File: src/rtl/mem_arbiter_pkg.sv
// Shared types for the memory-port arbiter: physical line address, cacheline,
// arbiter FSM states and the latched D-side request.
package mem_arbiter_pkg;

  localparam int PPTR_W          = 32;
  localparam int CL_W            = 128;
  localparam int MEM_LATENCY_DEF = 5;

  typedef logic [PPTR_W-1:0] pptr_t;
  typedef logic [CL_W-1:0]   cacheline_t;

  typedef enum logic [1:0] {
    IDLE = 2'd0,
    WAIT = 2'd1,
    RESP = 2'd2
  } arb_state_t;

  // Requester index used by the round-robin arbiter and service tracking
  localparam logic PORT_I = 1'b0;
  localparam logic PORT_D = 1'b1;

  typedef struct packed {
    logic       wen;
    pptr_t      addr;
    cacheline_t wdata;
  } dc_req_t;

endpackage

File: src/rtl/mem_arbiter_rr_arb2.sv
// Two-way round-robin grant. On a tie the port that did not win last time
// is chosen; last_grant only moves when a grant is actually taken (en).
module rr_arb2
  import mem_arbiter_pkg::*;
(
  input  logic       clk,
  input  logic       rst,
  input  logic [1:0] req,
  input  logic       en,
  output logic       gnt_valid,
  output logic       gnt_port
);

  logic last_grant;

  always_comb begin
    gnt_valid = |req;
    gnt_port  = PORT_I;
    if (req == 2'b10) begin
      gnt_port = PORT_D;
    end else if (req == 2'b11) begin
      gnt_port = ~last_grant;
    end
  end

  always_ff @(posedge clk or negedge rst) begin
    if (!rst) begin
      last_grant <= PORT_D;
    end else if (en && gnt_valid) begin
      last_grant <= gnt_port;
    end
  end

endmodule

File: src/rtl/mem_arbiter.sv
// Shares one fixed-latency memory port between I-cache refills and D-cache
// refills/writebacks; one latched request per side, one transaction in flight.
module mem_arbiter
  import mem_arbiter_pkg::*;
#(
  parameter int MEM_LATENCY = MEM_LATENCY_DEF,
  parameter int CNT_W       = 4
) (
  input  logic       clk,
  input  logic       rst,
  input  logic       ic_req_ren,
  input  pptr_t      ic_req_addr,
  output logic       ic_busy,
  output logic       ic_rec_en,
  output pptr_t      ic_rec_addr,
  output cacheline_t ic_rec_cacheline,
  input  logic       dc_req_ren,
  input  logic       dc_req_wen,
  input  pptr_t      dc_req_addr,
  input  cacheline_t dc_req_wdata,
  output logic       dc_busy,
  output logic       dc_rec_en,
  output logic       dc_wack,
  output pptr_t      dc_rec_addr,
  output cacheline_t dc_rec_cacheline,
  input  logic       exc_en,
  output logic       mem_ren,
  output logic       mem_wen,
  output pptr_t      mem_addr,
  output cacheline_t mem_wdata,
  input  cacheline_t mem_rdata
);

  arb_state_t       state;
  logic             ic_pending;
  logic             dc_pending;
  pptr_t            ic_addr_q;
  dc_req_t          dc_q;
  logic             svc_port;
  logic             svc_wen;
  logic [CNT_W-1:0] cnt;
  logic             can_grant;
  logic             gnt_valid;
  logic             gnt_port;
  logic             grant;
  logic             ic_in_svc;
  logic             dc_in_svc;
  logic             ic_accept;
  logic             dc_accept;

  assign can_grant = (state == IDLE) || (state == RESP);
  assign grant     = can_grant && gnt_valid;
  assign ic_in_svc = (state != IDLE) && (svc_port == PORT_I);
  assign dc_in_svc = (state != IDLE) && (svc_port == PORT_D);

  // A port's own RESP cycle already frees its slot, so a new pulse there is taken
  assign ic_accept = ic_req_ren && !ic_pending && (!ic_in_svc || state == RESP);
  assign dc_accept = (dc_req_ren || dc_req_wen) && !dc_pending &&
                     (!dc_in_svc || state == RESP);

  assign ic_busy = ic_pending || ic_in_svc;
  assign dc_busy = dc_pending || dc_in_svc;

  // A flushed fetch must not win arbitration in the same cycle it is killed
  rr_arb2 u_rr (
    .clk       (clk),
    .rst       (rst),
    .req       ({dc_pending, ic_pending & ~exc_en}),
    .en        (can_grant),
    .gnt_valid (gnt_valid),
    .gnt_port  (gnt_port)
  );

  always_ff @(posedge clk or negedge rst) begin
    if (!rst) begin
      state            <= IDLE;
      ic_pending       <= 1'b0;
      dc_pending       <= 1'b0;
      ic_addr_q        <= '0;
      dc_q             <= '0;
      svc_port         <= PORT_D;
      svc_wen          <= 1'b0;
      cnt              <= '0;
      mem_ren          <= 1'b0;
      mem_wen          <= 1'b0;
      mem_addr         <= '0;
      mem_wdata        <= '0;
      ic_rec_en        <= 1'b0;
      ic_rec_addr      <= '0;
      ic_rec_cacheline <= '0;
      dc_rec_en        <= 1'b0;
      dc_wack          <= 1'b0;
      dc_rec_addr      <= '0;
      dc_rec_cacheline <= '0;
    end else begin
      mem_ren   <= 1'b0;
      mem_wen   <= 1'b0;
      ic_rec_en <= 1'b0;
      dc_rec_en <= 1'b0;
      dc_wack   <= 1'b0;

      if (exc_en) begin
        ic_pending <= 1'b0;
      end else if (ic_accept) begin
        ic_pending <= 1'b1;
        ic_addr_q  <= ic_req_addr;
      end else if (grant && gnt_port == PORT_I) begin
        ic_pending <= 1'b0;
      end

      if (dc_accept) begin
        dc_pending <= 1'b1;
        dc_q       <= '{wen: dc_req_wen, addr: dc_req_addr, wdata: dc_req_wdata};
      end else if (grant && gnt_port == PORT_D) begin
        dc_pending <= 1'b0;
      end

      case (state)
        IDLE, RESP: begin
          if (grant) begin
            state    <= WAIT;
            svc_port <= gnt_port;
            cnt      <= CNT_W'(MEM_LATENCY);
            if (gnt_port == PORT_I) begin
              svc_wen  <= 1'b0;
              mem_ren  <= 1'b1;
              mem_addr <= ic_addr_q;
            end else begin
              svc_wen   <= dc_q.wen;
              mem_ren   <= ~dc_q.wen;
              mem_wen   <= dc_q.wen;
              mem_addr  <= dc_q.addr;
              mem_wdata <= dc_q.wdata;
            end
          end else begin
            state <= IDLE;
          end
        end
        WAIT: begin
          // cnt reaches zero in the cycle the memory presents its read data
          if (cnt == '0) begin
            state <= RESP;
            if (svc_wen) begin
              dc_wack <= 1'b1;
            end else if (svc_port == PORT_I) begin
              ic_rec_en        <= 1'b1;
              ic_rec_addr      <= mem_addr;
              ic_rec_cacheline <= mem_rdata;
            end else begin
              dc_rec_en        <= 1'b1;
              dc_rec_addr      <= mem_addr;
              dc_rec_cacheline <= mem_rdata;
            end
          end else begin
            cnt <= cnt - CNT_W'(1);
          end
        end
        default: state <= IDLE;
      endcase
    end
  end

endmodule

File: config.mk
export PLATFORM = sky130hd
export DESIGN_NAME = mem_arbiter
export DESIGN_NICKNAME = d
export VERILOG_FILES = /design/src/rtl/mem_arbiter_pkg.sv /design/src/rtl/mem_arbiter_rr_arb2.sv /design/src/rtl/mem_arbiter.sv
export SDC_FILE = /design/constraint.sdc
export NUM_CORES = 1
export LEC_CHECK = 0
export ABC_AREA = 1
export BUFFER_PORTS_ARGS = -buffer_cell sky130_fd_sc_hd__buf_2
export CORE_AREA = 2 2 317 319
export DETAILED_ROUTE_END_ITERATION = 8
export DIE_AREA = 0 0 319 321
export HOLD_SLACK_MARGIN = 0.02
export PLACE_DENSITY_LB_ADDON = 0.12
export RECOVER_POWER = 100
export SETUP_SLACK_MARGIN = 0.2
export SYNTH_ARGS = -nofsm -noshare
export SYNTH_HDL_FRONTEND = slang
export SYNTH_SLANG_ARGS = --single-unit
File: constraint.sdc
create_clock -name clk -period 2.11 [get_ports clk]
set_input_delay 0.3165 -clock clk [delete_from_list [all_inputs] [get_ports clk]]
set_output_delay 0.3165 -clock clk [all_outputs]
set_load 0.01 [all_outputs]
Yosys cells after proc, flatten, opt, wreduce, memory -nomap -nowiden. Cells that the tools add are included.

Output and inout bits: 487. Bits of input ports: 326. Flip-flop bits (word level): 689. Word-level logic and storage cells: 101.

$add $sub $neg: 1. Multiplexer cells: 31. Bitwise logic cells: 7. Reduce and logical (&&, ||, !) cells: 33. Eq/ne operators: 7.

Operator list (count): 32-bit two-way mux (1); 1-bit two-way mux (25); 1-bit logical AND (9); 4-bit two-way mux (2); 4-bit case mux with 2 select lines (1); 4-bit AND reduction (2); 2-bit == test, second input constant (3); 1-bit logical OR (6); 2-bit != test, second input constant (3); 1-bit NOT (6); 3-bit AND reduction (2); 2-bit nonzero test (3); 1-bit logical NOT (4); 4-bit logical NOT (1); 2-bit case mux with 2 select lines (1); 2-bit AND reduction (2); 2-bit OR reduction (2); 4-bit by 1-bit subtractor with 4-bit output, second input constant (1); 3-bit nonzero test (1); 2-bit by 1-bit == test with 1-bit output, second input constant (1); 2-bit logical NOT (1); 2-bit two-way mux (1); 1-bit AND (1).

Longest topological paths before layout. Gate-level depths: netlist of run 1.

Depth after elaboration: 10. Gate-level depth with buffers: 9. Mapped depth without buffers: 7.

Modules after synthesis. From an unflattened synthesis of run 1, not the netlist that was laid out.

Cell total of the unflattened synthesis: 2768. Area, all modules: 26370.3 µm².

By module, submodules not included: mem_arbiter (times used 1, area an instance 26310.2 µm², cells an instance 2760, sequential area each 17217.8 µm²); rr_arb2 (times used 1, area an instance 60.1 µm², cells an instance 8, sequential area each 26.3 µm²).

Worst setup path before layout of run 1. Ideal clock, no wire load.

Path type: register to register. From: register cnt[0]. To: register ic_rec_addr[23]. Path slack: 0.506 ns. Path buffers: 2. Cell stages (with the launch flop): 9. Data required time: 1.980 ns. Arrival: 1.473 ns. Setup time: 0.130 ns. Path through: dfrtp_1 -> inv_1 -> ha_1 -> nand2_1 -> nor2_4 -> nand2_2 -> buf_2 -> clkbuf_1 -> o21ai_1.

Longest elaborated chain between the ends: 2.

RTL lines: from (decl) (line mem_arbiter.sv:41) `logic [CNT_W-1:0] cnt;`; from (signal assigned) (line mem_arbiter.sv:123) `cnt <= CNT_W'(MEM_LATENCY);`; from (signal assigned) (line mem_arbiter.sv:155) `cnt <= cnt - CNT_W'(1);`; 4-bit logical NOT (line mem_arbiter.sv:141) `if (cnt == '0) begin`; 4-bit AND reduction (no line); to (signal assigned) (line mem_arbiter.sv:147) `ic_rec_addr <= mem_addr;`; to (decl) (line mem_arbiter.sv:15) `output pptr_t ic_rec_addr,`.

Every way passes these cells. A chain may end at the register's enable or synchronous reset.

Final worst setup path of run 1.
From: register svc_port. To: output dc_busy.

Longest elaborated chain between the ends: 2.

RTL lines: from (decl) (line mem_arbiter.sv:39) `logic svc_port;`; from (signal assigned) (line mem_arbiter.sv:122) `svc_port <= gnt_port;`; 1-bit logical AND (line mem_arbiter.sv:54) `assign dc_in_svc = (state != IDLE) && (svc_port == PORT_D);`; 1-bit logical OR (line mem_arbiter.sv:62) `assign dc_busy = dc_pending || dc_in_svc;`; to (decl) (line mem_arbiter.sv:21) `output logic dc_busy,`.

Every way passes these cells.

==> results of run 1 <==
-- flip-flops by register name, indices dropped and copies added (netlist names), 2 cells and up --
register and count:
ic_rec_addr 32, ic_addr_q 32, dc_rec_addr 32, state 2, ic_rec_cacheline 128, dc_rec_cacheline 128, dc_q 161, mem_addr 32
mem_wdata 128, cnt 4
-- repair_timing --
action,CTS,global route
hold endpoints to repair,464,0
hold buffers,323,0
gates resized for setup,16,20
gates cloned,3,9
endpoints found under the setup margin,49,128
pin swaps,4,2
setup buffers,8,8
-- critical path: stages, from the launching register on --
cell and delay [ns]:
dfstp_2 0.61, o21ai_4 0.08, nand2_1 0.13, buf_6 0.14
-- stage by stage --
stage	hold slack [ns]	setup WS, ns	area, sq um	utilization, %	instances
detailed placement	0.319	0.148	32100	32.3	4879
global route	0.210	0.0804	37600	37.9	5381
global placement	0.312	0.184	32100	32.3	4879
floorplan	0.0209	0.506	26200	-	2869
CTS	0.198	0.140	38200	38.5	5359
finish	0.209	0.189	37600	37.9	5381
-- power breakdown --
part	switching (mW)	total [mW]	internal, mW
Clock	5.79	14.1	8.30
Sequential	3.39	22.7	19.3
Combinational	12.3	18.5	6.23
Total	21.4	55.2	33.8
-- path summary, 6_finish.rpt --
path | start | end | slack, ns | cells past startpoint
min in group clk | ic_req_ren | ic_pending | 0.24 | 4
hold reg to reg | mem_wdata[94] | mem_wdata[94] | 0.46 | 2
max in group asynchronous | rst | ic_rec_cacheline[11] | 0.35 | 3
hold / removal | rst | ic_rec_cacheline[104] | 0.21 | 2
setup reg to reg | svc_port | ic_rec_cacheline[41] | 0.21 | 4
setup / recovery | svc_port | dc_busy | 0.19 | 3
-- cell usage after synthesis --
cell      instances  area, sq um
nand2_1        1074         4030
dfrtp_1         687        17200
o21ai_0         492         2460
inv_1           366         1370
clkbuf_1         98          368
buf_2            45          225
nand3_1          38          190
o21ai_1          28          140
buf_1            12         45.0
nor2_1           10         37.5
nand2_2           3         18.8
nand4_1           3         18.8
buf_4             2         15.0
ha_1              2         25.0
inv_2             2         7.51
nor2_4            2         22.5
a21oi_1           1         5.00
clkinv_1          1         3.75
dfstp_2           1         26.3
nor3_1            1         5.00
o211ai_2          1         12.5
-- area by class of cell --
type,instances,share of cell area [%]
sequential,688,45.8
timing repair buffer,1216,20.2
multi-input combinational,1659,18.8
clock buffer,125,6.57
tap,1298,4.32
inverter,369,3.70
clock inverter,21,0.523
antenna,5,0.0333
-- kinds of logic (layout without fill, tap and decap cells) --
| family | after synthesis | count (layout) | share of synthesized area (%) |
|---|---|---|---|
| other | 0 | 5 | 0 |
| and+or+nand+nor | 1131 | 1135 | 16.5 |
| buffers and inverters | 526 | 1731 | 7.77 |
| AOI/OAI and AO/OA | 522 | 522 | 9.99 |
| adders and majority gates | 2 | 2 | 0.0954 |
| DFF | 688 | 688 | 65.7 |
-- layer usage --
layer | routed length, microns | global-route usage [%] | up-vias
met5 | 13 | 0 | -
met3 | 6590 | 4.99 | 128
met4 | 2720 | 6.43 | 2
met2 | 45300 | 29.4 | 681
met1 | 41900 | 22.7 | 10461
li1 | - | - | 11155
==> flow_results.xml, run 1 <==
<?xml version="1.0" encoding="UTF-8"?>
<metrics>
  <group name="logic_synthesis">
    <metric name="synthesized_nets" unit="">3197</metric>
    <metric name="netlist-cell-type-count" unit="">21</metric>
    <metric name="yosysWarnings" unit="">0</metric>
    <metric name="synth_area_per_cell" unit="sq um">9.14</metric>
    <metric name="synth.cell_area" unit="sq um">26200</metric>
    <metric name="ys_ff_latch" unit="">688</metric>
    <metric name="synth.yosys.seq_area_share" unit="%">65.7</metric>
    <metric name="synth_cells" unit="">2869</metric>
  </group>
  <group name="global_route">
    <metric name="grt_max_degree" unit="">148</metric>
    <metric name="grt_pass1_vias" unit="">22515</metric>
    <metric name="grt_antenna_before_repair" unit="">6</metric>
    <metric name="global_router_s_overall_resource_usage" unit="%">17.9</metric>
    <metric name="grt_overflow" unit="">0</metric>
    <metric name="grt_pass1_wl" unit="microns">141000</metric>
  </group>
  <group name="critical_path">
    <metric name="worstSetupPathType" unit="">flop to primary output</metric>
    <metric name="worstSetupStartpointType" unit="">flop</metric>
    <metric name="crit_fanout" unit="">4</metric>
    <metric name="endpoint_kind" unit="">primary output</metric>
    <metric name="worst-endpoint-required" unit="ns">1.79</metric>
    <metric name="critical_path_arrival" unit="ns">1.60</metric>
  </group>
  <group name="floorplan">
    <metric name="num_io_pins" unit="">813</metric>
    <metric name="die_width" unit="microns">319</metric>
    <metric name="chipHeight" unit="microns">321</metric>
    <metric name="floorplan.die_area" unit="sq um">102000</metric>
    <metric name="core" unit="sq um">99300</metric>
    <metric name="number_of_rows_created_at_floorplan" unit="">116</metric>
    <metric name="initial_utilization" unit="%">26.4</metric>
  </group>
  <group name="timing">
    <metric name="drv_slew" unit="">0</metric>
    <metric name="post_route_minimum_period" unit="ns">1.92</metric>
    <metric name="finalSetupViolations" unit="">0</metric>
    <metric name="setup_tns" unit="ns">0</metric>
    <metric name="hold_violation_total_from_the_final_report" unit="">0</metric>
    <metric name="clock-skew-final" unit="ns">0.0151</metric>
    <metric name="layout_worst_path_cycle_share" unit="%">91.0</metric>
    <metric name="slew_headroom" unit="%">24.6</metric>
    <metric name="worstMarginPinSlew" unit="ns">1.13</metric>
    <metric name="grt_setup_unrepaired" unit="">yes</metric>
    <metric name="fmaxAchievable" unit="MHz">521</metric>
  </group>
  <group name="pwr">
    <metric name="power_leakage" unit="nW">19.4</metric>
    <metric name="peakVddDrop" unit="mV">0.572</metric>
    <metric name="power_density" unit="nW/um^2">1470</metric>
    <metric name="report.power.total" unit="mW">55.2</metric>
  </group>
  <group name="clocking">
    <metric name="clk_latency" unit="ns">0.64</metric>
    <metric name="clk_path_buf_depth" unit="">3</metric>
    <metric name="htree_levels" unit="">3</metric>
    <metric name="numClockSinks" unit="">688</metric>
    <metric name="path_clk_slew" unit="ns">0.06</metric>
    <metric name="cts_tree" unit="">built</metric>
    <metric name="cts_root_buf" unit="">clkbuf_16</metric>
    <metric name="clock_buffer_count_from_cts" unit="">83</metric>
  </group>
  <group name="routing">
    <metric name="first_iter_violations" unit="">1151</metric>
    <metric name="remaining_drc_errors" unit="">0</metric>
    <metric name="via_count_normalized_by_instance_count" unit="">4.17</metric>
    <metric name="wl_per_cell" unit="microns">17.9</metric>
    <metric name="num_vias" unit="">22427</metric>
    <metric name="detailedRoute.firstPassIterationCount" unit="">5</metric>
    <metric name="drt.antenna.violating_nets" unit="">0</metric>
    <metric name="detail_route.wirelength" unit="microns">96500</metric>
  </group>
  <group name="layout">
    <metric name="fin_nets" unit="">4345</metric>
    <metric name="layout.cells.most_common_list" unit="">nand2_1 (1076), dfrtp_1 (687), clkbuf_1 (521)</metric>
    <metric name="area_growth" unit="%">43.3</metric>
    <metric name="seq_area" unit="sq um">17200</metric>
    <metric name="mostFrequentLayoutCell" unit="">nand2_1</metric>
    <metric name="multi_input_area" unit="sq um">7070</metric>
    <metric name="fillerInstances" unit="">10580</metric>
    <metric name="post_route_cells_drive_above_1_share" unit="%">13.1</metric>
  </group>
  <group name="run_status">
    <metric name="status" unit="">finished, final reports clean</metric>
  </group>
  <group name="placement">
    <metric name="gp_routability_congestion" unit="">0.801</metric>
    <metric name="port-buffer-count" unit="">812</metric>
    <metric name="hpwlAfterDp" unit="microns">65500</metric>
  </group>
  <group name="hold_path">
    <metric name="holdCritPathClass" unit="">primary input to async pin</metric>
  </group>
  <group name="job">
    <metric name="timing.max_cap.violations" unit="">0</metric>
  </group>
</metrics>
(Power assumes the default switching activity.)
==> run 2, diff against run 1 <==
- RECOVER_POWER: 100 -> unset
==> run 2 against run 1 <==
Critical endpoint is now ic_rec_cacheline[103]. Largest cell class unchanged. First-iteration DRC count rose by 3.5%. Sequential share of layout area down 1.2 points. Final cell count is the same. Design area up 2.6%.
==> flow_results.xml, run 2 (synthesis results as in run 1) <==
<?xml version="1.0" encoding="UTF-8"?>
<metrics>
  <group name="global_route">
    <metric name="grt_pass1_vias" unit="">22515</metric>
    <metric name="global_router_s_overall_resource_usage" unit="%">17.9</metric>
    <metric name="grt_pass1_wl" unit="microns">141000</metric>
    <metric name="grt_overflow" unit="">0</metric>
    <metric name="grt_max_degree" unit="">148</metric>
    <metric name="grt_antenna_before_repair" unit="">6</metric>
  </group>
  <group name="critical_path">
    <metric name="worstSetupStartpointType" unit="">flop</metric>
    <metric name="crit_fanout" unit="">29</metric>
    <metric name="worstSetupPathType" unit="">flop to flop</metric>
    <metric name="r2r-start" unit="">svc_port</metric>
    <metric name="timing.critical_path.from" unit="">svc_port</metric>
    <metric name="worst-endpoint-required" unit="ns">2.66</metric>
    <metric name="critical_path_arrival" unit="ns">2.44</metric>
    <metric name="endpoint_kind" unit="">flop</metric>
  </group>
  <group name="pwr">
    <metric name="peakVddDrop" unit="mV">0.561</metric>
    <metric name="power_density" unit="nW/um^2">1460</metric>
    <metric name="power_leakage" unit="nW">21.1</metric>
    <metric name="report.power.total" unit="mW">56.4</metric>
  </group>
  <group name="timing">
    <metric name="layout_worst_path_cycle_share" unit="%">89.6</metric>
    <metric name="worstMarginPinSlew" unit="ns">0.743</metric>
    <metric name="setup_tns" unit="ns">0</metric>
    <metric name="grt_setup_unrepaired" unit="">yes</metric>
    <metric name="finalSetupViolations" unit="">0</metric>
    <metric name="slew_headroom" unit="%">50.4</metric>
    <metric name="post_route_minimum_period" unit="ns">1.89</metric>
    <metric name="fmaxAchievable" unit="MHz">529</metric>
    <metric name="hold_violation_total_from_the_final_report" unit="">0</metric>
    <metric name="drv_slew" unit="">0</metric>
    <metric name="clock-skew-final" unit="ns">0.0156</metric>
  </group>
  <group name="floorplan">
    <metric name="core" unit="sq um">99300</metric>
    <metric name="chipHeight" unit="microns">321</metric>
    <metric name="floorplan.die_area" unit="sq um">102000</metric>
    <metric name="initial_utilization" unit="%">26.4</metric>
    <metric name="number_of_rows_created_at_floorplan" unit="">116</metric>
    <metric name="die_width" unit="microns">319</metric>
    <metric name="num_io_pins" unit="">813</metric>
  </group>
  <group name="clocking">
    <metric name="htree_levels" unit="">3</metric>
    <metric name="clk_latency" unit="ns">0.64</metric>
    <metric name="clk_path_buf_depth" unit="">3</metric>
    <metric name="clock_buffer_count_from_cts" unit="">83</metric>
    <metric name="cts_tree" unit="">built</metric>
    <metric name="numClockSinks" unit="">688</metric>
    <metric name="cts_root_buf" unit="">clkbuf_16</metric>
    <metric name="path_clk_slew" unit="ns">0.06</metric>
  </group>
  <group name="layout">
    <metric name="layout.cells.most_common_list" unit="">nand2_1 (1072), buf_2 (809), dfrtp_1 (687)</metric>
    <metric name="finished_cell_area" unit="sq um">38600</metric>
    <metric name="mostFrequentLayoutCell" unit="">nand2_1</metric>
    <metric name="fin_nets" unit="">4345</metric>
    <metric name="area_growth" unit="%">47.0</metric>
    <metric name="post_route_cells_drive_above_1_share" unit="%">25.5</metric>
    <metric name="largest-register" unit="">dc_q</metric>
    <metric name="largest_register_ffs" unit="">161</metric>
    <metric name="final_cells" unit="">5381</metric>
    <metric name="fillerInstances" unit="">10334</metric>
  </group>
  <group name="routing">
    <metric name="remaining_drc_errors" unit="">0</metric>
    <metric name="drt.antenna.violating_nets" unit="">0</metric>
    <metric name="wl_per_cell" unit="microns">17.8</metric>
    <metric name="via_count_normalized_by_instance_count" unit="">4.15</metric>
    <metric name="detail_route.wirelength" unit="microns">96000</metric>
    <metric name="detailedRoute.firstPassIterationCount" unit="">7</metric>
    <metric name="first_iter_violations" unit="">1191</metric>
    <metric name="num_vias" unit="">22308</metric>
  </group>
  <group name="hold_path">
    <metric name="holdCritPathClass" unit="">primary input to flop</metric>
    <metric name="min_from" unit="">ic_req_ren</metric>
  </group>
  <group name="job">
    <metric name="timing.max_cap.violations" unit="">0</metric>
  </group>
  <group name="placement">
    <metric name="dp.cells" unit="">4879</metric>
    <metric name="detailed_place.area" unit="sq um">32100</metric>
    <metric name="hpwlAfterDp" unit="microns">65500</metric>
    <metric name="gp_routability_congestion" unit="">0.801</metric>
    <metric name="port-buffer-count" unit="">812</metric>
  </group>
  <group name="run_status">
    <metric name="status" unit="">finished, final reports clean</metric>
  </group>
</metrics>
[run 2: cell count changes in the layout (fill, tap and decap cells not counted), sizes merged]
cell and delta:
buf +515, clkbuf -515
[run 2: power breakdown]
group | internal, mW | total (mW) | switching (mW)
Clock | 8.30 | 14.1 | 5.81
Combinational | 7.53 | 19.8 | 12.3
Sequential | 19.3 | 22.5 | 3.25
[run 2: worst max-delay path: stages (launching register included)]
cell	delay [ns]
dfstp_2	0.41
nor2_2	0.60
nand2_8	0.28
clkbuf_16	0.30
o21ai_0	0.18
[run 2: repair_timing]
item / in CTS / in global routing
hold buffers: 323 / 0
setup buffers: 8 / 8
cloned: 3 / 9
pin swaps: 4 / 2
endpoints found under the hold margin: 464 / 0
resized for setup: 16 / 20
endpoints found under the setup margin: 49 / 128
[run 2: worst paths after layout]
check / to / slack (ns) / cells past startpoint
min in group asynchronous: ic_rec_cacheline[104] / 0.25 / 2
setup / recovery: ic_rec_cacheline[103] / 0.22 / 4
max in group asynchronous: dc_rec_cacheline[5] / 1.00 / 3
setup reg to reg: ic_rec_cacheline[103] / 0.22 / 4
hold reg to reg: mem_wdata[60] / 0.46 / 2
hold / removal: ic_pending / 0.24 / 4
[run 2: metrics by stage]
step | util (%) | setup WS [ns] | hold slack (ns)
4_1_cts | 38.5 | 0.140 | 0.198
2_1_floorplan | - | 0.506 | 0.0209
6_report | 38.8 | 0.219 | 0.243
5_1_grt | 38.8 | 0.155 | 0.253
3_5_place_dp | 32.3 | 0.148 | 0.319
3_3_place_gp | 32.3 | 0.184 | 0.312
[run 2: routing by layer]
layer	up-vias	wire length [microns]	track usage (%)
met5	-	13	0
met3	125	6290	4.99
met4	2	2690	6.43
met2	654	45200	29.4
li1	11145	-	-
met1	10382	41800	22.7
[run 2: cell type report]
| cell class | instances | area [sq um] | share of cell area [%] |
|---|---|---|---|
| Antenna cell | 5 | 12.5 | 0.0325 |
| Clock buffer | 125 | 2470 | 6.40 |
| Clock inverter | 21 | 196 | 0.510 |
| Inverter | 369 | 1390 | 3.61 |
| Multi-Input combinational cell | 1659 | 7110 | 18.4 |
| Sequential cell | 688 | 17200 | 44.7 |
| Tap cell | 1298 | 1620 | 4.21 |
| Timing Repair Buffer | 1216 | 8540 | 22.1 |
